--- config.mk ---
export PLATFORM = sky130hd
export DESIGN_NAME = bus_arb2
export DESIGN_NICKNAME = d
export VERILOG_FILES = /design/src/rtl/bus_arb_pkg.sv /design/src/rtl/bus_arb_port.sv /design/src/rtl/bus_arb2.sv
export SDC_FILE = /design/constraint.sdc
export NUM_CORES = 1
export LEC_CHECK = 0
export BUFFER_PORTS_ARGS = -buffer_cell sky130_fd_sc_hd__buf_2
export CAP_MARGIN = 5
export CORE_MARGIN = 10
export CORE_UTILIZATION = 39
export CTS_CLUSTER_DIAMETER = 200
export CTS_CLUSTER_SIZE = 30
export DETAILED_ROUTE_END_ITERATION = 16
export GPL_ROUTABILITY_DRIVEN = 0
export PLACE_DENSITY_LB_ADDON = 0.08
export SYNTH_ARGS = -nofsm -noshare
export SYNTH_HDL_FRONTEND = slang
export SYNTH_SLANG_ARGS = --single-unit
--- constraint.sdc ---
create_clock -name clk -period 2.1 [get_ports clk]
set_input_delay 0 -clock clk [delete_from_list [all_inputs] [get_ports clk]]
set_output_delay 0 -clock clk [all_outputs]
set_load 0.01 [all_outputs]
--- src/rtl/bus_arb_pkg.sv ---
// Shared definitions for the two-master simple-bus arbiter.
package bus_arb_pkg;

    localparam int BUS_W = 32;

    typedef enum logic [1:0] {
        ST_IDLE  = 2'd0,
        ST_ISSUE = 2'd1,
        ST_WAIT  = 2'd2
    } state_e;

endpackage

--- src/rtl/bus_arb_port.sv ---
// Per-master front end: request latch, read-data holding register and ready.
module bus_arb_port
    import bus_arb_pkg::*;
(
    input  logic             clk,
    input  logic             rst_n,
    input  logic             rd_i,
    input  logic             we_i,
    input  logic             clr_i,
    input  logic             cap_i,
    input  logic [BUS_W-1:0] cap_data_i,
    output logic             req_o,
    output logic             kind_o,
    output logic [BUS_W-1:0] spo_o,
    output logic             ready_o
);

    logic             pend_q;
    logic             kind_q;
    logic [BUS_W-1:0] spo_q;
    logic             req_pulse;

    assign req_pulse = rd_i | we_i;

    // NOTE: sequential state uses non-blocking assignments so every flop samples pre-edge values.
    always_ff @(posedge clk or negedge rst_n) begin
        if (!rst_n) begin
            pend_q <= 1'b0;
            kind_q <= 1'b0;
            spo_q  <= '0;
        end else begin
            // A pulse while already pending is a protocol violation and is dropped.
            if (clr_i) begin
                pend_q <= 1'b0;
            end else if (req_pulse && !pend_q) begin
                pend_q <= 1'b1;
                kind_q <= we_i;
            end
            if (cap_i) begin
                spo_q <= cap_data_i;
            end
        end
    end

    // The live pulse is visible to the arbiter in its own cycle, so IDLE can grant without waiting for the latch.
    assign req_o   = pend_q | req_pulse;
    assign kind_o  = pend_q ? kind_q : we_i;
    assign spo_o   = spo_q;
    assign ready_o = ~req_pulse & ~pend_q;

endmodule

--- src/rtl/bus_arb2.sv ---
// Two-master round-robin arbiter serialising rd/we pulses onto one slave port.
module bus_arb2
    import bus_arb_pkg::*;
#(
    parameter int               TIMEOUT_CYCLES = 0,
    parameter logic [BUS_W-1:0] TIMEOUT_DATA   = 32'hDEADBEEF
) (
    input  logic             clk,
    input  logic             rst_n,
    input  logic [BUS_W-1:0] m0_a,
    input  logic [BUS_W-1:0] m0_d,
    input  logic             m0_we,
    input  logic             m0_rd,
    output logic [BUS_W-1:0] m0_spo,
    output logic             m0_ready,
    input  logic [BUS_W-1:0] m1_a,
    input  logic [BUS_W-1:0] m1_d,
    input  logic             m1_we,
    input  logic             m1_rd,
    output logic [BUS_W-1:0] m1_spo,
    output logic             m1_ready,
    output logic [BUS_W-1:0] s_a,
    output logic [BUS_W-1:0] s_d,
    output logic             s_we,
    output logic             s_rd,
    input  logic [BUS_W-1:0] s_spo,
    input  logic             s_ready
);

    state_e           state_q;
    logic             last_grant_q;
    logic             s_rd_q;
    logic             s_we_q;
    logic [31:0]      cnt_q;

    logic             req0, req1, kind0, kind1;
    logic             grant_d, kind_d;
    logic             timeout_hit, done;
    logic [BUS_W-1:0] cap_data;

    // NOTE: every signal assigned in always_comb gets a default first, so no latch is inferred.
    always_comb begin
        grant_d = req1;
        if (req0 && req1) begin
            grant_d = ~last_grant_q;
        end
        kind_d = grant_d ? kind1 : kind0;
    end

    assign timeout_hit = (TIMEOUT_CYCLES != 0) && (cnt_q == 32'(TIMEOUT_CYCLES - 1));
    assign done        = (state_q == ST_WAIT) && (s_ready || timeout_hit);
    assign cap_data    = s_ready ? s_spo : TIMEOUT_DATA;

    bus_arb_port u_port0 (
        .clk        (clk),
        .rst_n      (rst_n),
        .rd_i       (m0_rd),
        .we_i       (m0_we),
        .clr_i      (done & ~last_grant_q),
        .cap_i      (done & ~last_grant_q),
        .cap_data_i (cap_data),
        .req_o      (req0),
        .kind_o     (kind0),
        .spo_o      (m0_spo),
        .ready_o    (m0_ready)
    );

    bus_arb_port u_port1 (
        .clk        (clk),
        .rst_n      (rst_n),
        .rd_i       (m1_rd),
        .we_i       (m1_we),
        .clr_i      (done & last_grant_q),
        .cap_i      (done & last_grant_q),
        .cap_data_i (cap_data),
        .req_o      (req1),
        .kind_o     (kind1),
        .spo_o      (m1_spo),
        .ready_o    (m1_ready)
    );

    always_ff @(posedge clk or negedge rst_n) begin
        if (!rst_n) begin
            state_q      <= ST_IDLE;
            last_grant_q <= 1'b1;
            s_rd_q       <= 1'b0;
            s_we_q       <= 1'b0;
            cnt_q        <= '0;
        end else begin
            s_rd_q <= 1'b0;
            s_we_q <= 1'b0;
            case (state_q)
                ST_IDLE: begin
                    // Holding off while s_ready=0 lets a slave busy from before a reset finish first.
                    if ((req0 || req1) && s_ready) begin
                        last_grant_q <= grant_d;
                        s_rd_q       <= ~kind_d;
                        s_we_q       <= kind_d;
                        state_q      <= ST_ISSUE;
                    end
                end
                ST_ISSUE: begin
                    cnt_q   <= '0;
                    state_q <= ST_WAIT;
                end
                ST_WAIT: begin
                    if (done) begin
                        state_q <= ST_IDLE;
                    end else begin
                        cnt_q <= cnt_q + 32'd1;
                    end
                end
                default: state_q <= ST_IDLE;
            endcase
        end
    end

    assign s_rd = s_rd_q;
    assign s_we = s_we_q;
    assign s_a  = last_grant_q ? m1_a : m0_a;
    assign s_d  = last_grant_q ? m1_d : m0_d;

endmodule

==> metrics.log, run 1 <==
INFO  metric status = complete, no violations
INFO  metric synthToLayoutAreaGrowth = 58.9%
INFO  metric cp_max_fo = 70
INFO  metric synth.net_count = 414
INFO  metric cts.clk_slew.worst_paths = 60 ps
INFO  metric final_non_filler_cell_area = between 5000 and 6000 sq um
INFO  metric required = ~2100 ps
INFO  metric synth-warning-count = 0
INFO  metric chipWidth = 117 microns
INFO  metric worst_hold_path.endpoint = state_q[1]$_DFFE_PN0P_
INFO  metric grt_antenna_before_repair = 0
INFO  metric nNetsFinal = 751
INFO  metric syn_area = between 3000 and 4000 sq um
INFO  metric top_usage_layer = met2
INFO  metric worst_slew_pin_slew = 415 ps
INFO  metric setup_viol = 0
INFO  metric grt_max_degree = 74
INFO  metric grt_use_met1 = 22.0%
INFO  metric io_pins = 299
INFO  metric grt_pass1_wl = 22200 microns
INFO  metric max_freq = 0.557 GHz
INFO  metric globalRouteOverflowTotal = 0
INFO  metric pre_cts_slack = 519 ps
INFO  metric global_route_met2_utilization = 36.6%
INFO  metric postSynthRegisterBits = 73
INFO  metric slew-limit-headroom = 72.1%
INFO  metric floorplan.initialDensity = between 40% and 50%
INFO  metric min-delay-path-class = input port to flop
INFO  metric area_of_the_die = 13800 sq um
INFO  metric power = about 0.0073 W
INFO  metric r2r_start = last_grant_q$_DFFE_PN1P_
INFO  metric maxSlewViolCount = 0
INFO  metric final_layout_size_suffix_gt1_share = 70.7%
INFO  metric timing.final.hold_violations = 0
INFO  metric track_usage = between 20% and 30%
INFO  metric worst-setup-path-type = flop to primary output
INFO  metric die_span_in_y = 117 microns
INFO  metric leakage = 3.05 nW
INFO  metric finClkSkew = 12.3 ps
INFO  metric clock_tree.root_cell = sky130_fd_sc_hd__clkbuf_8
INFO  metric clock_latency = approximately 330 ps
INFO  metric place_hpwl = 11700 microns
INFO  metric library_cells_used_by_synthesis = 31
INFO  metric min_from = s_ready
INFO  metric post_drt_via_cell_ratio = 4.61
INFO  metric drt_pre_antenna_iters = 4
INFO  metric placement.cell_area = ~5300 sq um
INFO  metric wl_per_cell = approximately 20 microns
INFO  metric core.rowCount = 35
INFO  metric top_flip_flop_cell_by_instance_count_after_synthesis = sky130_fd_sc_hd__dfrtp_1
INFO  metric cts_buffer_depth = 2
INFO  metric r2r_end = s_we$_DFF_PN0_
INFO  metric async_reset_ff_share = 100%
INFO  metric synth.avg_cell_area = 15.0 sq um
INFO  metric synth_seq_area_share = a little under 50%
INFO  metric grt_setup_unrepaired = false
INFO  metric via_count_of_the_first_global_routing_pass = ~3700
INFO  metric worstRegToRegCells = 3
INFO  metric worstSetupStartpointType = flop
INFO  metric remaining_drc_errors = 0
INFO  metric period_minus_slack = ~1800 ps
INFO  metric synth-edff-count = 0
INFO  metric fin_crit_sh = 85.5%
INFO  metric drt_wl_total = 14400 microns
INFO  metric cts_tree = built
INFO  metric antenna_cells = 0
INFO  metric r2r_slack = 540 ps
INFO  metric crit_path_end_kind = primary output
INFO  metric tritoncts.num_buffers = 9
INFO  metric core_area = 9240 sq um
INFO  metric grtUsageMet3 = just over 6%
INFO  metric netlist_instances = 247
INFO  metric vdd.ir_drop.worst = about 0.00075 V
INFO  metric numClockSinks = 73
INFO  metric first_iter_violations = 98
INFO  metric worstPathArrival = between 1500 and 2000 ps
INFO  metric min_delay_path_depth = 3
INFO  metric power_density = 1250 nW/um^2
INFO  metric post_cts_resized = 0
INFO  metric io_buffers = 298
INFO  metric htree_levels = 3
INFO  metric detailroute.via_count = roughly 3300
INFO  metric setup_tns = 0 ps
INFO  metric timing.max_cap.violations = 0
INFO  metric number_of_nets_still_failing_antenna_checks_after_routing = 0
INFO  metric setup_slack_of_the_critical_path_after_layout = 305 ps
sequential cells by signal, summed over array words and instances, names as in the netlist:
signal / cells
s_we: 1
s_rd: 1
u_port0.kind_q: 1
u_port1.pend_q: 1
u_port0.spo_o: 32
u_port1.kind_q: 1
u_port0.pend_q: 1
u_port1.spo_o: 32
state_q: 2
last_grant_q: 1
synth_stat cells, types with 2 or more instances:
master / count / area, sq um
sky130_fd_sc_hd__nand2b_1: 2 / 12.5
sky130_fd_sc_hd__buf_2: 10 / 50.1
sky130_fd_sc_hd__o21ai_1: 3 / 15.0
sky130_fd_sc_hd__nand3b_1: 2 / 15.0
sky130_fd_sc_hd__nor2b_1: 2 / 12.5
sky130_fd_sc_hd__o31ai_1: 2 / 15.0
sky130_fd_sc_hd__mux2_2: 69 / 777
sky130_fd_sc_hd__inv_1: 2 / 7.51
sky130_fd_sc_hd__buf_6: 4 / 45.0
sky130_fd_sc_hd__mux2_1: 32 / 360
sky130_fd_sc_hd__mux2_4: 27 / 405
sky130_fd_sc_hd__a21oi_1: 2 / 10.0
sky130_fd_sc_hd__dfrtp_1: 72 / 1800
where the power goes:
part / internal (W) / total, W / switching (W)
Clock: 0.000537 / 0.00101 / 0.000474
Sequential: 0.00210 / 0.00249 / 0.000390
Combinational: 0.00203 / 0.00383 / 0.00180
Total: 0.00467 / 0.00734 / 0.00266
worst max-delay path, cell delays in order, from the launching register on:
cell	delay, ps
sky130_fd_sc_hd__dfstp_2	580
sky130_fd_sc_hd__buf_12	320
sky130_fd_sc_hd__mux2_2	390
sky130_fd_sc_hd__buf_2	140
cell type report:
class,instances,area [sq um]
Timing Repair Buffer,341,1950
Clock buffer,11,131
Clock inverter,3,43.8
Fill cell,720,3360
Inverter,2,7.51
Multi-Input combinational cell,157,1770
Tap cell,129,161
Sequential cell,73,1830
layout by cell type (no fill, tap or decap), types with 2 or more instances in the layout:
| cell | count |
|---|---|
| sky130_fd_sc_hd__mux2_2 | 69 |
| sky130_fd_sc_hd__dfrtp_1 | 72 |
| sky130_fd_sc_hd__clkbuf_8 | 9 |
| sky130_fd_sc_hd__buf_4 | 2 |
| sky130_fd_sc_hd__o31ai_1 | 2 |
| sky130_fd_sc_hd__nand2b_1 | 2 |
| sky130_fd_sc_hd__mux2_1 | 32 |
| sky130_fd_sc_hd__o21ai_1 | 3 |
| sky130_fd_sc_hd__buf_2 | 298 |
| sky130_fd_sc_hd__inv_1 | 2 |
| sky130_fd_sc_hd__mux2_4 | 27 |
| sky130_fd_sc_hd__buf_12 | 3 |
| sky130_fd_sc_hd__dlygate4sd3_1 | 38 |
| sky130_fd_sc_hd__clkbuf_1 | 2 |
| sky130_fd_sc_hd__nand3b_1 | 2 |
| sky130_fd_sc_hd__a21oi_1 | 2 |
| sky130_fd_sc_hd__nor2b_1 | 2 |
per-layer routing:
layer | wire length (microns) | part of all wire [%] | up-vias
met4 | 207 | 1.4 | 0
met3 | 985 | 6.8 | 13
li1 | - | - | 1570
met5 | 0 | 0 | -
met2 | 7660 | 53 | 150
met1 | 5580 | 39 | 1565
worst max path at each step:
stage / from / to / slack (ps) / cells past startpoint
global route: last_grant_q$_DFFE_PN1P_ / s_d[16] / 230 / 3
CTS: last_grant_q$_DFFE_PN1P_ / s_d[10] / 290 / 3
global placement: last_grant_q$_DFFE_PN1P_ / s_we$_DFF_PN0_ / 540 / 3
floorplan: last_grant_q$_DFFE_PN1P_ / u_port0.spo_o[0]$_DFFE_PN0P_ / 590 / 5
finish: last_grant_q$_DFFE_PN1P_ / s_d[21] / 300 / 3
detailed placement: last_grant_q$_DFFE_PN1P_ / s_we$_DFF_PN0_ / 520 / 3
kinds of logic (layout without fill, tap and decap cells):
group / after synthesis / after routing / synth area share [%]
compound gates: 13 / 13 / 2.33
buf+inv: 17 / 357 / 2.97
flops: 73 / 73 / 49.4
mux: 129 / 129 / 41.9
simple gates: 15 / 15 / 3.41
metrics by stage:
| stage | hold slack [ps] | std cells | util, % |
|---|---|---|---|
| 5_1_grt | 72.6 | 716 | 63.7 |
| 3_3_place_gp | 61.8 | 664 | 57.7 |
| 2_1_floorplan | -296 | 247 | - |
| 6_report | 64.7 | 716 | 63.7 |
| 3_5_place_dp | 60.9 | 664 | 57.7 |
| 4_1_cts | 45.4 | 716 | 63.7 |
timing repair:
action / CTS / global route
hold buffers: 38 / 0
hold endpoints to repair: 140 / 0
setup buffers: 0 / 0
Power figures use the tool's default switching activity.
==> run 2: changes to the inputs <==
CORE_UTILIZATION = 41   (was 39)
SYNTH_HIERARCHICAL = 1   (was unset)
TNS_END_PERCENT = 30   (was unset)
==> metrics.log, run 2 <==
INFO  metric crit_path_end_kind = primary output
INFO  metric grt_pass1_wl = 22500 microns
INFO  metric number_of_nets_still_failing_antenna_checks_after_routing = 0
INFO  metric drt-met1-wl = 5690 microns
INFO  metric maxSlewViolCount = 0
INFO  metric synth_xor_area_share = 0%
INFO  metric globalRouteOverflowTotal = 0
INFO  metric cp_max_fo = 66
INFO  metric chipWidth = roughly 120 microns
INFO  metric detailroute.via_count = 3389
INFO  metric worstSetupStartpointType = flop
INFO  metric fin_util = 62.7%
INFO  metric area_of_the_die = between 10000 and 15000 sq um
INFO  metric synth.net_count = between 400 and 500
INFO  metric floorplan.initialDensity = between 40% and 50%
INFO  metric numClockSinks = 73
INFO  metric leakage = 3.20 nW
INFO  metric wl_met3 = 1660 microns
INFO  metric yosys.area_share.adder = 0%
INFO  metric first_iter_violations = about 170
INFO  metric synthTopCellsByArea = sky130_fd_sc_hd__dfrtp_1, sky130_fd_sc_hd__mux2_4, sky130_fd_sc_hd__mux2_1, sky130_fd_sc_hd__buf_6, sky130_fd_sc_hd__nand2b_1
INFO  metric cts_tree = built
INFO  metric synthTopCellsByCount = sky130_fd_sc_hd__mux2_4, sky130_fd_sc_hd__dfrtp_1, sky130_fd_sc_hd__mux2_1
INFO  metric top_flip_flop_cell_by_instance_count_after_synthesis = sky130_fd_sc_hd__dfrtp_1
INFO  metric post_cts_resized = 0
INFO  metric highest_count_cells_in_the_layout_ignoring_fill_and_taps = sky130_fd_sc_hd__buf_2, sky130_fd_sc_hd__mux2_4, sky130_fd_sc_hd__dfrtp_1, sky130_fd_sc_hd__mux2_1, sky130_fd_sc_hd__nand2b_1
INFO  metric io_pins = 299
INFO  metric timing.max_cap.violations = 0
INFO  metric netlist_instances = 280
INFO  metric tritoncts.num_buffers = 9
INFO  metric syn_area = 4170 sq um
INFO  metric synth.avg_cell_area = 14.9 sq um
INFO  metric clock_tree.root_cell = sky130_fd_sc_hd__clkbuf_8
INFO  metric antenna_cells = 0
INFO  metric status = complete, no violations
INFO  metric grt_setup_unrepaired = false
INFO  metric placement.cell_area = 5780 sq um
INFO  metric grt_max_degree = 67
INFO  metric library_cells_used_by_synthesis = 23
INFO  metric setup_tns = 0 ps
INFO  metric final_common_cell = sky130_fd_sc_hd__buf_2
INFO  metric setup_viol = 0
INFO  metric wl_per_cell = approximately 20 microns
INFO  metric vdd.ir_drop.worst = 0.000713 V
INFO  metric remaining_drc_errors = 0
INFO  metric worstRegToRegCells = 3
INFO  metric htree_levels = 3
INFO  metric required = 2100 ps
INFO  metric final_non_filler_cell_area = 6160 sq um
INFO  metric min_delay_path_depth = 3
INFO  metric async_reset_ff_share = 100%
INFO  metric filler_cell_count = 822
INFO  metric post_drt_via_cell_ratio = 4.64
INFO  metric place_hpwl = ~12000 microns
INFO  metric nNetsFinal = 759
INFO  metric grt_antenna_before_repair = 0
INFO  metric netlist.top_cell.by_area = sky130_fd_sc_hd__dfrtp_1
INFO  metric timing.final.hold_violations = 0
INFO  metric cts.clk_slew.worst_paths = ~80 ps
INFO  metric fin_crit_sh = 89.7%
INFO  metric synthToLayoutAreaGrowth = 47.8%
INFO  metric synth_seq_area_share = ~44%
INFO  metric worstPathArrival = 1880 ps
INFO  metric track_usage = about a fifth
INFO  metric power_density = between 1000 and 1500 nW/um^2
INFO  metric finClkSkew = 13.8 ps
INFO  metric max_freq = 0.531 GHz
INFO  metric routed.top_layer = met4
INFO  metric numPlacedInstances = approximately 700
INFO  metric die_span_in_y = 121 microns
INFO  metric synth-simple-area-share = 7.60%
INFO  metric wl_met2 = approximately 7000 microns
INFO  metric synth.most_common_cell = sky130_fd_sc_hd__mux2_4
INFO  metric drt_pre_antenna_iters = 4
INFO  metric cts_buffer_depth = 2
INFO  metric worst_slew_pin_slew = 679 ps
INFO  metric via_count_of_the_first_global_routing_pass = 3791
INFO  metric core_area = roughly 10000 sq um
INFO  metric final_layout_size_suffix_gt1_share = between 70 and 80%
INFO  metric power = approximately 0.0078 W
INFO  metric synth_top_area_share = 43.2%
INFO  metric period_minus_slack = 1880 ps
INFO  metric min-delay-path-class = input port to flop
INFO  metric synth-warning-count = 6
INFO  metric clock_latency = between 300 and 400 ps
INFO  metric slew-limit-headroom = roughly 55%
INFO  metric drt_wl_total = 14600 microns
INFO  metric io_buffers = 298
INFO  metric post_layout_nonfiller_instances = 730
INFO  metric synth.area.mux_share = 43.5%
INFO  metric synth-edff-count = 0
INFO  metric postSynthRegisterBits = 73
INFO  metric share_of_the_synthesized_area_in_compound_gates_ao_oa_aoi_oai = 0.721%
INFO  metric worst-setup-path-type = flop to primary output
INFO  metric core.rowCount = 36
INFO  metric synth_top_family_by_area = multiplexers
## run 2: cell types whose count changed after synthesis, sizes merged, moves of 3 or more
cell,delta
or2b,+4
buf,+3
nand2b,+19
mux2,+3
and2,+9
nor2,+5
o21ai,-3
## run 2: logic make-up after synthesis
kind of cell | after synthesis
flip-flops | 73
multiplexers | 132
AND/OR/NAND/NOR | 49
buffers and inverters | 22
AO/OA/AOI/OAI | 4
## run 2: stage by stage
stage | setup slack [ps] | hold slack (ps)
3_3_place_gp | 416 | 84.8
6_report | 217 | 12.0
4_1_cts | 179 | 0.453
3_5_place_dp | 391 | 76.0
2_1_floorplan | 266 | -296
5_1_grt | 110 | 2.10
## run 2: report_power, final
part,internal (W),switching (W),total (W)
Clock,0.000679,0.000542,0.00122
Combinational,0.00230,0.00180,0.00409
Sequential,0.00208,0.000406,0.00248
Total,0.00505,0.00275,0.00780
## run 2: path summary, 6_finish.rpt
path                                                 start                            end  slack (ps)
worst max-delay path              last_grant_q$_DFFE_PN1P_                         s_a[8]         220
worst min-delay path                             s_spo[25]  u_port0/spo_o[25]$_DFFE_PN0P_          10
worst max register to register    last_grant_q$_DFFE_PN1P_   u_port1/spo_o[0]$_DFFE_PN0P_         400
worst min register to register  u_port1/kind_q$_DFFE_PN0P_     u_port1/kind_q$_DFFE_PN0P_         500
max in group asynchronous                            rst_n       last_grant_q$_DFFE_PN1P_        1130
min in group asynchronous                            rst_n  u_port0/spo_o[12]$_DFFE_PN0P_         220
## run 2: critical path: stages, from the launching register on
cell	delay, ps
sky130_fd_sc_hd__dfstp_4	650
sky130_fd_sc_hd__buf_12	340
sky130_fd_sc_hd__mux2_1	370
sky130_fd_sc_hd__buf_2	150
## run 2: layout make-up
cell class / count / area, sq um / area share [%]
Timing Repair Buffer: 320 / 1760 / 28.5
Inverter: 3 / 11.3 / 0.183
Sequential cell: 73 / 1830 / 29.7
Multi-Input combinational cell: 185 / 2170 / 35.2
Tap cell: 133 / 166 / 2.70
Clock buffer: 9 / 124 / 2.01
Clock inverter: 7 / 101 / 1.65
## run 2: layer usage
metal / track usage (%) / vias to the layer above
met5: 0 / -
met4: 5.20 / 0
met3: 10.3 / 21
met2: 32.6 / 170
met1: 21.3 / 1586
li1: - / 1612
## run 2: what timing repair did
item                      in CTS  in global routing
setup buffers                  0                  0
hold endpoints to repair      50                  0
hold buffers                  15                  0
==> run 3: changes to the inputs <==
PLACE_DENSITY = 0.81   (was unset)
PLACE_DENSITY_LB_ADDON = unset   (was 0.08)
==> metrics.log, run 3 (synthesis gave the netlist of run 2 again) <==
INFO  metric status = complete, no violations
INFO  metric cts_buffer_depth = 2
INFO  metric maxSlewViolCount = 0
INFO  metric htree_levels = 3
INFO  metric clock_tree.root_cell = sky130_fd_sc_hd__clkbuf_8
INFO  metric io_pins = 299
INFO  metric worst_slew_pin_slew = ~380 ps
INFO  metric cts.clk_slew.worst_paths = 80 ps
INFO  metric finClkSkew = 11.8 ps
INFO  metric r2r_start = state_q[1]$_DFFE_PN0P_
INFO  metric nNetsFinal = roughly 760
INFO  metric cts_tree = built
INFO  metric core.rowCount = 36
INFO  metric timing.max_cap.violations = 0
INFO  metric min_delay_path_depth = 3
INFO  metric final_layout_size_suffix_gt1_share = 70.7%
INFO  metric number_of_nets_still_failing_antenna_checks_after_routing = 0
INFO  metric fin_util = 62.2%
INFO  metric io_buffers = 298
INFO  metric timing.final.hold_violations = 0
INFO  metric final_common_cell = sky130_fd_sc_hd__buf_2
INFO  metric tritoncts.num_buffers = 9
INFO  metric worstSetupStartpointType = flop
INFO  metric clock_latency = 350 ps
INFO  metric detailroute.via_count = 3473
INFO  metric leakage = about 3.2 nW
INFO  metric setup_viol = 0
INFO  metric cp_max_fo = 50
INFO  metric grt_setup_unrepaired = false
INFO  metric antenna_cells = 0
INFO  metric drt_pre_antenna_iters = 4
INFO  metric chipWidth = about 120 microns
INFO  metric worstPathArrival = 1860 ps
INFO  metric power_density = 1300 nW/um^2
INFO  metric track_usage = 20.3%
INFO  metric pre_cts_slack = about 370 ps
INFO  metric grt_max_degree = 74
INFO  metric filler_cell_count = 786
INFO  metric post_layout_nonfiller_instances = 727
INFO  metric crit_path_end_kind = primary output
INFO  metric max_freq = 0.537 GHz
INFO  metric numPlacedInstances = around 700
INFO  metric r2r_end = u_port0/spo_o[20]$_DFFE_PN0P_
INFO  metric min-delay-path-class = input port to flop
INFO  metric wl_per_cell = 21.8 microns
INFO  metric worst_hold_path.endpoint = u_port1/spo_o[25]$_DFFE_PN0P_
INFO  metric period_minus_slack = 1860 ps
INFO  metric power = 0.00794 W
INFO  metric via_count_of_the_first_global_routing_pass = 3954
INFO  metric die_span_in_y = around 120 microns
INFO  metric synthToLayoutAreaGrowth = 46.5%
INFO  metric min_from = s_spo[25]
INFO  metric required = 2100 ps
INFO  metric floorplan.initialDensity = 42.4%
INFO  metric area_of_the_die = 14600 sq um
INFO  metric drt_wl_total = about 16000 microns
INFO  metric vdd.ir_drop.worst = between 0.0007 and 0.0008 V
INFO  metric first_iter_violations = 156
INFO  metric highest_count_cells_in_the_layout_ignoring_fill_and_taps = sky130_fd_sc_hd__buf_2, sky130_fd_sc_hd__mux2_4, sky130_fd_sc_hd__dfrtp_1, sky130_fd_sc_hd__mux2_1, sky130_fd_sc_hd__nand2b_1
INFO  metric setup_slack_of_the_critical_path_after_layout = 237 ps
INFO  metric worst-setup-path-type = flop to primary output
INFO  metric slew-limit-headroom = 74.3%
INFO  metric numClockSinks = 73
INFO  metric grt_pass1_wl = 23200 microns
INFO  metric core_area = 9820 sq um
INFO  metric r2r_slack = 350 ps
INFO  metric globalRouteOverflowTotal = 0
INFO  metric setup_tns = 0 ps
INFO  metric grt_antenna_before_repair = 0
INFO  metric post_drt_via_cell_ratio = around 4.8
INFO  metric worstRegToRegCells = 5
INFO  metric place_hpwl = 13100 microns
INFO  metric remaining_drc_errors = 0
INFO  metric fin_crit_sh = 88.7%
-- run 3: cell count changes in the layout (fill, tap and decap cells not counted) --
cell	previous run	this run
sky130_fd_sc_hd__clkinvlp_4	2	1
sky130_fd_sc_hd__buf_12	5	4
sky130_fd_sc_hd__inv_6	2	1
sky130_fd_sc_hd__dlygate4sd3_1	15	10
sky130_fd_sc_hd__buf_4	2	5
sky130_fd_sc_hd__clkbuf_1	0	1
sky130_fd_sc_hd__clkinv_2	0	1
-- run 3: metrics by stage --
step | cell area (sq um) | hold WS, ps
6_report | 6100 | 11.0
5_1_grt | 6100 | 10.2
4_1_cts | 6100 | 0.0557
3_5_place_dp | 5790 | 53.7
3_3_place_gp | 5790 | 48.4
2_1_floorplan | 4170 | -296
-- run 3: timing repair --
action                                 CTS  global route
gates resized for setup                  0             0
endpoints found under the hold margin   87             0
hold buffers                            10             0
buffers inserted                         0             0
-- run 3: report_power, final --
group / switching (W) / leakage [nW] / internal, W / total [W]
logic: 0.00191 / 2.24 / 0.00230 / 0.00421
clock network: 0.000542 / 0.107 / 0.000674 / 0.00122
registers: 0.000428 / 0.837 / 0.00208 / 0.00251
-- run 3: cell type report --
type                    instances  area (sq um)  share of cell area [%]
multi-input cells             185          2170                    35.5
flip-flops and latches         73          1830                    30.0
repair buffers                317          1710                    28.0
well taps                     133           166                    2.73
clock buffers                  10           128                    2.09
clock inverters                 6          90.1                    1.48
inverters                       3          11.3                   0.185
-- run 3: worst max-delay path, cell delays in order (launching register included) --
cell and delay [ps]:
sky130_fd_sc_hd__dfstp_4 660, sky130_fd_sc_hd__buf_12 290, sky130_fd_sc_hd__mux2_1 390, sky130_fd_sc_hd__buf_2 150
-- run 3: how the worst max path moves through the flow --
stage,start,to,slack (ps),cells past startpoint
floorplan,last_grant_q$_DFFE_PN1P_,u_port1/spo_o[0]$_DFFE_PN0P_,270,7
global placement,state_q[1]$_DFFE_PN0P_,u_port0/spo_o[20]$_DFFE_PN0P_,450,5
detailed placement,state_q[1]$_DFFE_PN0P_,u_port0/spo_o[20]$_DFFE_PN0P_,370,5
CTS,last_grant_q$_DFFE_PN1P_,s_a[12],230,3
global route,state_q[1]$_DFFE_PN0P_,u_port0/spo_o[20]$_DFFE_PN0P_,200,5
finish,last_grant_q$_DFFE_PN1P_,s_a[12],240,3
-- run 3: metal layers --
metal | global-route usage (%) | vias up | wire [microns]
li1 | - | 1591 | -
met2 | 37.8 | 165 | 8400
met4 | 9.50 | 0 | 597
met5 | 0 | - | 0
met1 | 20.8 | 1692 | 5810
met3 | 5.12 | 25 | 1060
